**src/rtl/alu_seq.sv**
```systemverilog
// alu_seq: single-issue ALU with a valid/ready request port and a
// valid/ready result port. Logic ops and add finish in one edge; shifts by
// 2..W-1 walk one bit per edge through a working register.
//
// Handshake rules: a request transfers on a rising edge where
// in_valid && in_ready; a result transfers on a rising edge where
// out_valid && out_ready. in_ready is high only in IDLE (and never during
// reset), out_valid is high only in DONE, so accept and complete can never
// happen on the same edge. rslt/carry/zero are written only on completion
// and otherwise hold.
module alu_seq #(
    parameter int W = 8
) (
    input  logic         clk,
    input  logic         reset,
    input  logic         in_valid,
    output logic         in_ready,
    input  logic [2:0]   alu_cmd,
    input  logic [W-1:0] inA,
    input  logic [W-1:0] inB,
    input  logic [W-1:0] inC,
    output logic         out_valid,
    input  logic         out_ready,
    output logic [W-1:0] rslt,
    output logic         carry,
    output logic         zero,
    output logic [1:0]   dbg_state_o
);

    localparam int             CW      = $clog2(W);
    localparam logic [W-1:0]   W_VAL   = W'(W);
    localparam logic [W-1:0]   ONE_W   = W'(1);
    localparam logic [CW-1:0]  CNT_ONE = CW'(1);

    localparam logic [2:0] OP_AND = 3'b000;
    localparam logic [2:0] OP_ADD = 3'b001;
    localparam logic [2:0] OP_XOR = 3'b010;
    localparam logic [2:0] OP_BNE = 3'b011;
    localparam logic [2:0] OP_LS  = 3'b100;
    localparam logic [2:0] OP_RS  = 3'b101;

    typedef enum logic [1:0] {
        IDLE  = 2'd0,
        SHIFT = 2'd1,
        DONE  = 2'd2
    } state_t;

    state_t        state_q, state_d;
    logic [W-1:0]  rslt_q, rslt_d;
    logic          carry_q, carry_d;
    logic          zero_q, zero_d;
    logic [W-1:0]  work_q, work_d;
    logic [CW-1:0] cnt_q, cnt_d;
    logic          left_q, left_d;

    logic [W:0]    sum_w;
    logic          is_shift;
    logic          shl;
    logic          multi_shift;
    logic [W-1:0]  first_sh;
    logic          first_out;
    logic [W-1:0]  step_res;
    logic          step_out;
    logic [W-1:0]  imm_res;
    logic          imm_cy;

    assign sum_w       = {1'b0, inB} + {1'b0, inA};
    assign is_shift    = (alu_cmd == OP_LS) || (alu_cmd == OP_RS);
    assign shl         = (alu_cmd == OP_LS);
    // Shift counts of 2..W-1 need the SHIFT state; 0, 1 and >=W finish at once.
    assign multi_shift = is_shift && (inA > ONE_W) && (inA < W_VAL);

    // First bit of a shift is taken on the accepting edge itself.
    assign first_sh  = shl ? {inB[W-2:0], 1'b0} : {1'b0, inB[W-1:1]};
    assign first_out = shl ? inB[W-1] : inB[0];

    // One further bit per edge while in SHIFT.
    assign step_res = left_q ? {work_q[W-2:0], 1'b0} : {1'b0, work_q[W-1:1]};
    assign step_out = left_q ? work_q[W-1] : work_q[0];

    // Result and carry for every single-edge operation.
    always_comb begin
        imm_res = '0;
        imm_cy  = 1'b0;
        case (alu_cmd)
            OP_AND: imm_res = inB & inA;
            OP_ADD: begin
                imm_res = sum_w[W-1:0];
                imm_cy  = sum_w[W];
            end
            OP_XOR: imm_res = inB ^ inA;
            OP_BNE: imm_res = (inB != inA) ? inC : '0;
            OP_LS, OP_RS: begin
                if (inA == '0) begin
                    imm_res = inB;
                end else if (inA >= W_VAL) begin
                    imm_res = '0;
                end else begin
                    imm_res = first_sh;
                    imm_cy  = first_out;
                end
            end
            default: imm_res = inB;
        endcase
    end

    // Next-state and datapath update; result registers change only on completion.
    always_comb begin
        state_d = state_q;
        rslt_d  = rslt_q;
        carry_d = carry_q;
        zero_d  = zero_q;
        work_d  = work_q;
        cnt_d   = cnt_q;
        left_d  = left_q;
        case (state_q)
            IDLE: begin
                if (in_valid) begin
                    if (multi_shift) begin
                        state_d = SHIFT;
                        work_d  = first_sh;
                        cnt_d   = inA[CW-1:0] - CNT_ONE;
                        left_d  = shl;
                    end else begin
                        state_d = DONE;
                        rslt_d  = imm_res;
                        carry_d = imm_cy;
                        zero_d  = (imm_res == '0);
                    end
                end
            end
            SHIFT: begin
                work_d = step_res;
                cnt_d  = cnt_q - CNT_ONE;
                if (cnt_q == CNT_ONE) begin
                    state_d = DONE;
                    rslt_d  = step_res;
                    carry_d = step_out;
                    zero_d  = (step_res == '0);
                end
            end
            DONE: begin
                if (out_ready) begin
                    state_d = IDLE;
                end
            end
            default: state_d = IDLE;
        endcase
    end

    // State and datapath registers; reset aborts any operation in flight.
    always_ff @(posedge clk or posedge reset) begin
        if (reset) begin
            state_q <= IDLE;
            rslt_q  <= '0;
            carry_q <= 1'b0;
            zero_q  <= 1'b0;
            work_q  <= '0;
            cnt_q   <= '0;
            left_q  <= 1'b0;
        end else begin
            state_q <= state_d;
            rslt_q  <= rslt_d;
            carry_q <= carry_d;
            zero_q  <= zero_d;
            work_q  <= work_d;
            cnt_q   <= cnt_d;
            left_q  <= left_d;
        end
    end

    assign in_ready    = (state_q == IDLE) && !reset;
    assign out_valid   = (state_q == DONE);
    assign rslt        = rslt_q;
    assign carry       = carry_q;
    assign zero        = zero_q;
    assign dbg_state_o = state_q;

endmodule

```
**config.mk**
```make
export PLATFORM = sky130hd
export DESIGN_NAME = alu_seq
export DESIGN_NICKNAME = d
export VERILOG_FILES = /design/src/rtl/alu_seq.sv
export SDC_FILE = /design/constraint.sdc
export NUM_CORES = 1
export LEC_CHECK = 0
export ABC_AREA = 1
export CORE_MARGIN = 8
export CORE_UTILIZATION = 50
export DETAILED_ROUTE_END_ITERATION = 10
export PLACE_DENSITY = 0.81
export SYNTH_ARGS = -nofsm -noshare
export SYNTH_HDL_FRONTEND = slang
export SYNTH_SLANG_ARGS = --single-unit
```
**constraint.sdc**
```tcl
create_clock -name clk -period 2.1 [get_ports clk]
set_clock_uncertainty 0.15 [all_clocks]
set_input_delay 0.315 -clock clk [delete_from_list [all_inputs] [get_ports clk]]
set_output_delay 0.315 -clock clk [all_outputs]
set_load 0.1 [all_outputs]
```
==> results of run 1 <==
## state kept, by name (all words and copies together) (netlist names)
signal	cells
carry	1
cnt_q	3
dbg_state_o	2
left_q	1
rslt	8
work_q	8
zero	1
## logic make-up after synthesis
family | count (synthesis)
compound gates | 52
xor+xnor | 2
fa+ha+maj | 14
buf+inv | 68
flops | 24
simple gates | 267
## cells in the mapped netlist
cell type / instances / area, um^2
nor3_1: 2 / 10.0
inv_1: 51 / 191
or2_1: 1 / 6.26
clkinv_2: 1 / 5.00
nand3_1: 61 / 305
nor2_1: 60 / 225
and2_1: 1 / 6.26
nand2_2: 6 / 37.5
or2_2: 3 / 18.8
o41ai_1: 2 / 17.5
nand3_2: 4 / 40.0
nor2_4: 2 / 22.5
dfrtp_1: 24 / 601
clkbuf_1: 3 / 11.3
nand3_4: 1 / 17.5
o21ai_1: 1 / 5.00
nand3b_1: 2 / 15.0
a31oi_1: 2 / 12.5
nand4_1: 6 / 37.5
o2111ai_1: 1 / 8.76
a31oi_2: 1 / 12.5
a22o_1: 1 / 8.76
buf_6: 3 / 33.8
xor2_1: 2 / 17.5
clkinv_1: 1 / 3.75
o221ai_1: 1 / 8.76
buf_4: 2 / 15.0
ha_1: 14 / 175
o21ai_0: 27 / 135
nand2_1: 116 / 435
nor2_2: 1 / 6.26
buf_2: 2 / 10.0
o211ai_1: 1 / 7.51
inv_2: 5 / 18.8
a21oi_1: 15 / 75.1
nor3_2: 1 / 10.0
## through the flow
| step | setup WS (ns) | cell area, um^2 |
|---|---|---|
| floorplan | 0.101 | 2590 |
| global placement | -0.487 | 3620 |
| detailed placement | -0.543 | 3620 |
| CTS | 0.0738 | 3790 |
| global route | -0.0238 | 3800 |
| finish | 0.0678 | 3800 |
## metal layers
metal | share of wire, % | GRT usage (%)
met1 | 41 | 27.9
met3 | 4.5 | 2.16
met2 | 53 | 44.9
met5 | 0 | 0
met4 | 1.5 | 7.66
## area by class of cell
cell class | instances | area [um^2] | area share [%]
Tap cell | 70 | 87.6 | 2.31
Clock buffer | 3 | 41.3 | 1.09
Inverter | 58 | 219 | 5.77
Clock inverter | 1 | 30.0 | 0.791
Sequential cell | 24 | 606 | 15.9
Multi-Input combinational cell | 335 | 1800 | 47.3
Timing Repair Buffer | 125 | 1020 | 26.8
## worst max-delay path: cells and delay by family
family	cells	cell delay, ns
simple gates	11	1.17
buf+inv	1	0.28
fa+ha+maj	1	0.32
## repair_timing
item                                   in CTS  in global routing
buffers inserted                            3                  0
endpoints found under the hold margin       0                  0
resized for setup                          30                  2
setup endpoints to repair                  19                  3
pin swaps                                  20                  4
## power by group
group          switching, mW  total (mW)  internal (mW)
sequential             0.130       0.803          0.673
clock                  0.157       0.412          0.255
combinational           1.65        2.35          0.700
total                   1.93        3.56           1.63
## worst paths after layout
| check | slack [ns] | end |
|---|---|---|
| max | 0.07 | zero |
| min | 0.16 | cnt_q[1] |
| max reg2reg | 0.16 | zero |
| min reg2reg | 0.34 | carry |
| max in group asynchronous | 1.12 | dbg_state_o[1] |
| min in group clk | 0.34 | carry |
==> metrics.txt, run 1 <==
Total Routing Usage GR=24.1%; Net count, final=592; total of max-cap violations=0; Most common cell on crit path=nor2_1; hold buffers post-CTS=0; vias=3200; initial drt markers=249; register area share after synthesis=23.4%; row cnt=26; combinational family with the most area after synthesis=simple AND/OR/NAND/NOR gates; largest net degree at the start of global routing=22; vias in the first global route=3185; I/O pins=45; Starting Density=50.9%; Slowest-stage cell, CP=ha_1; hold_ws=0.161 ns; ANT cells=0; VDD IR max=0.690 mV; synth unique cells=36; IO Port Bufs=44; layout cells sized above 1=25.5%; Filler cells=425; slowest stage delay, CP=0.32 ns; worst path cell trace=dlygate4sd2_1, ha_1, nor2_1, nand2_2, nor2_4, nor2_1, nor2_1, nand3b_1, nor2_1, nand3_1, nor2_1, nor2_1, nor2_1; Post-Synth Simple-Gate Area=46.5%; Longest Clk Path Bufs=2; DIE WIDTH=87.7 um; crit path kind=input pin to register; initial antenna violation count=0; Root Driver=clkbuf_8; fin crit share=96.8%; post-synth net total=472; Die Span Y=87.7 um; worst r2r src=dbg_state_o[1]; final core utilization=75.3%; multiplexer share of the synthesized area=0%; post-DP HPWL=6.99 mm; Setup TNS=0 ns; Syn Std Cell Area=0.00257 mm^2; commonest non-fill, non-tap cells in the layout=nand2_1 (114), buf_4 (93), nand3_1 (61), nor2_1 (56), inv_1 (51); flops & latches, synth=24; arrival time worst endpoint=2.08 ns; Adder-Cell Fraction of Synth Area=6.82%; CTS clk-pin slew, worst paths=0.09 ns; Critical path origin=inA[0]; Leak=2.02 nW; area added between synthesis and finish=47.9%; pwr/cell area=938 mW/mm^2; Setup Viol. Count Final=0; clk sink count=24; Startpoint Class=input pin; Power Total=3.56 mW; commonest non-fill, non-tap cell in the layout=nand2_1; syn_area_per_cell=6.01 um^2; relative slew slack=71.8%; drt via density=5.19; crit path time final=2.03 ns; required time of the critical path=2.15 ns; CP max FO=6; Max Slew Vio Count=0; final hold violations=0; placed instance count=609; WL final=8.79 mm; unrepaired setup endpoints after global routing=yes; xor-xnor portion of the synthesized cell area=0.682%; TritonCTS Buffers=3; R2R depth=9; CP endpoint kind=register; Placeable Area=0.00504 mm^2; area fraction in compound gates after synthesis=11.4%; Clock Latency Late Sink=0.27 ns; number of synthesis warnings=0; drt wl/cell=14.3 um; first-pass GRT wire length=14.8 mm; htree depth=1; fin cells=616; Routed Antenna Nets=0; final RePlAce weighted congestion=0.982; Max Clock Freq=492 MHz; Slew @ Worst Pin=0.424 ns; CTS tree=yes; Mapped Cells=427; DR DRC count=0; HP Class=input pin to asynchronous set/reset pin; First-pass DRT Iterations=5; die area=0.00768 mm^2; GR Overflow Total=0; status=complete, no violations
No activity file was read; power rests on OpenSTA's default activity.
==> run 2: changes to the inputs <==
--- a/config.mk
+++ b/config.mk
@@ -6,6 +6,7 @@
 export NUM_CORES = 1
 export LEC_CHECK = 0
 export ABC_AREA = 1
+export CAP_MARGIN = 10
 export CORE_MARGIN = 8
 export CORE_UTILIZATION = 50
 export DETAILED_ROUTE_END_ITERATION = 10
==> results of run 2 <==
Same layout as run 1: the final DEF is identical, and so are final timing and power.
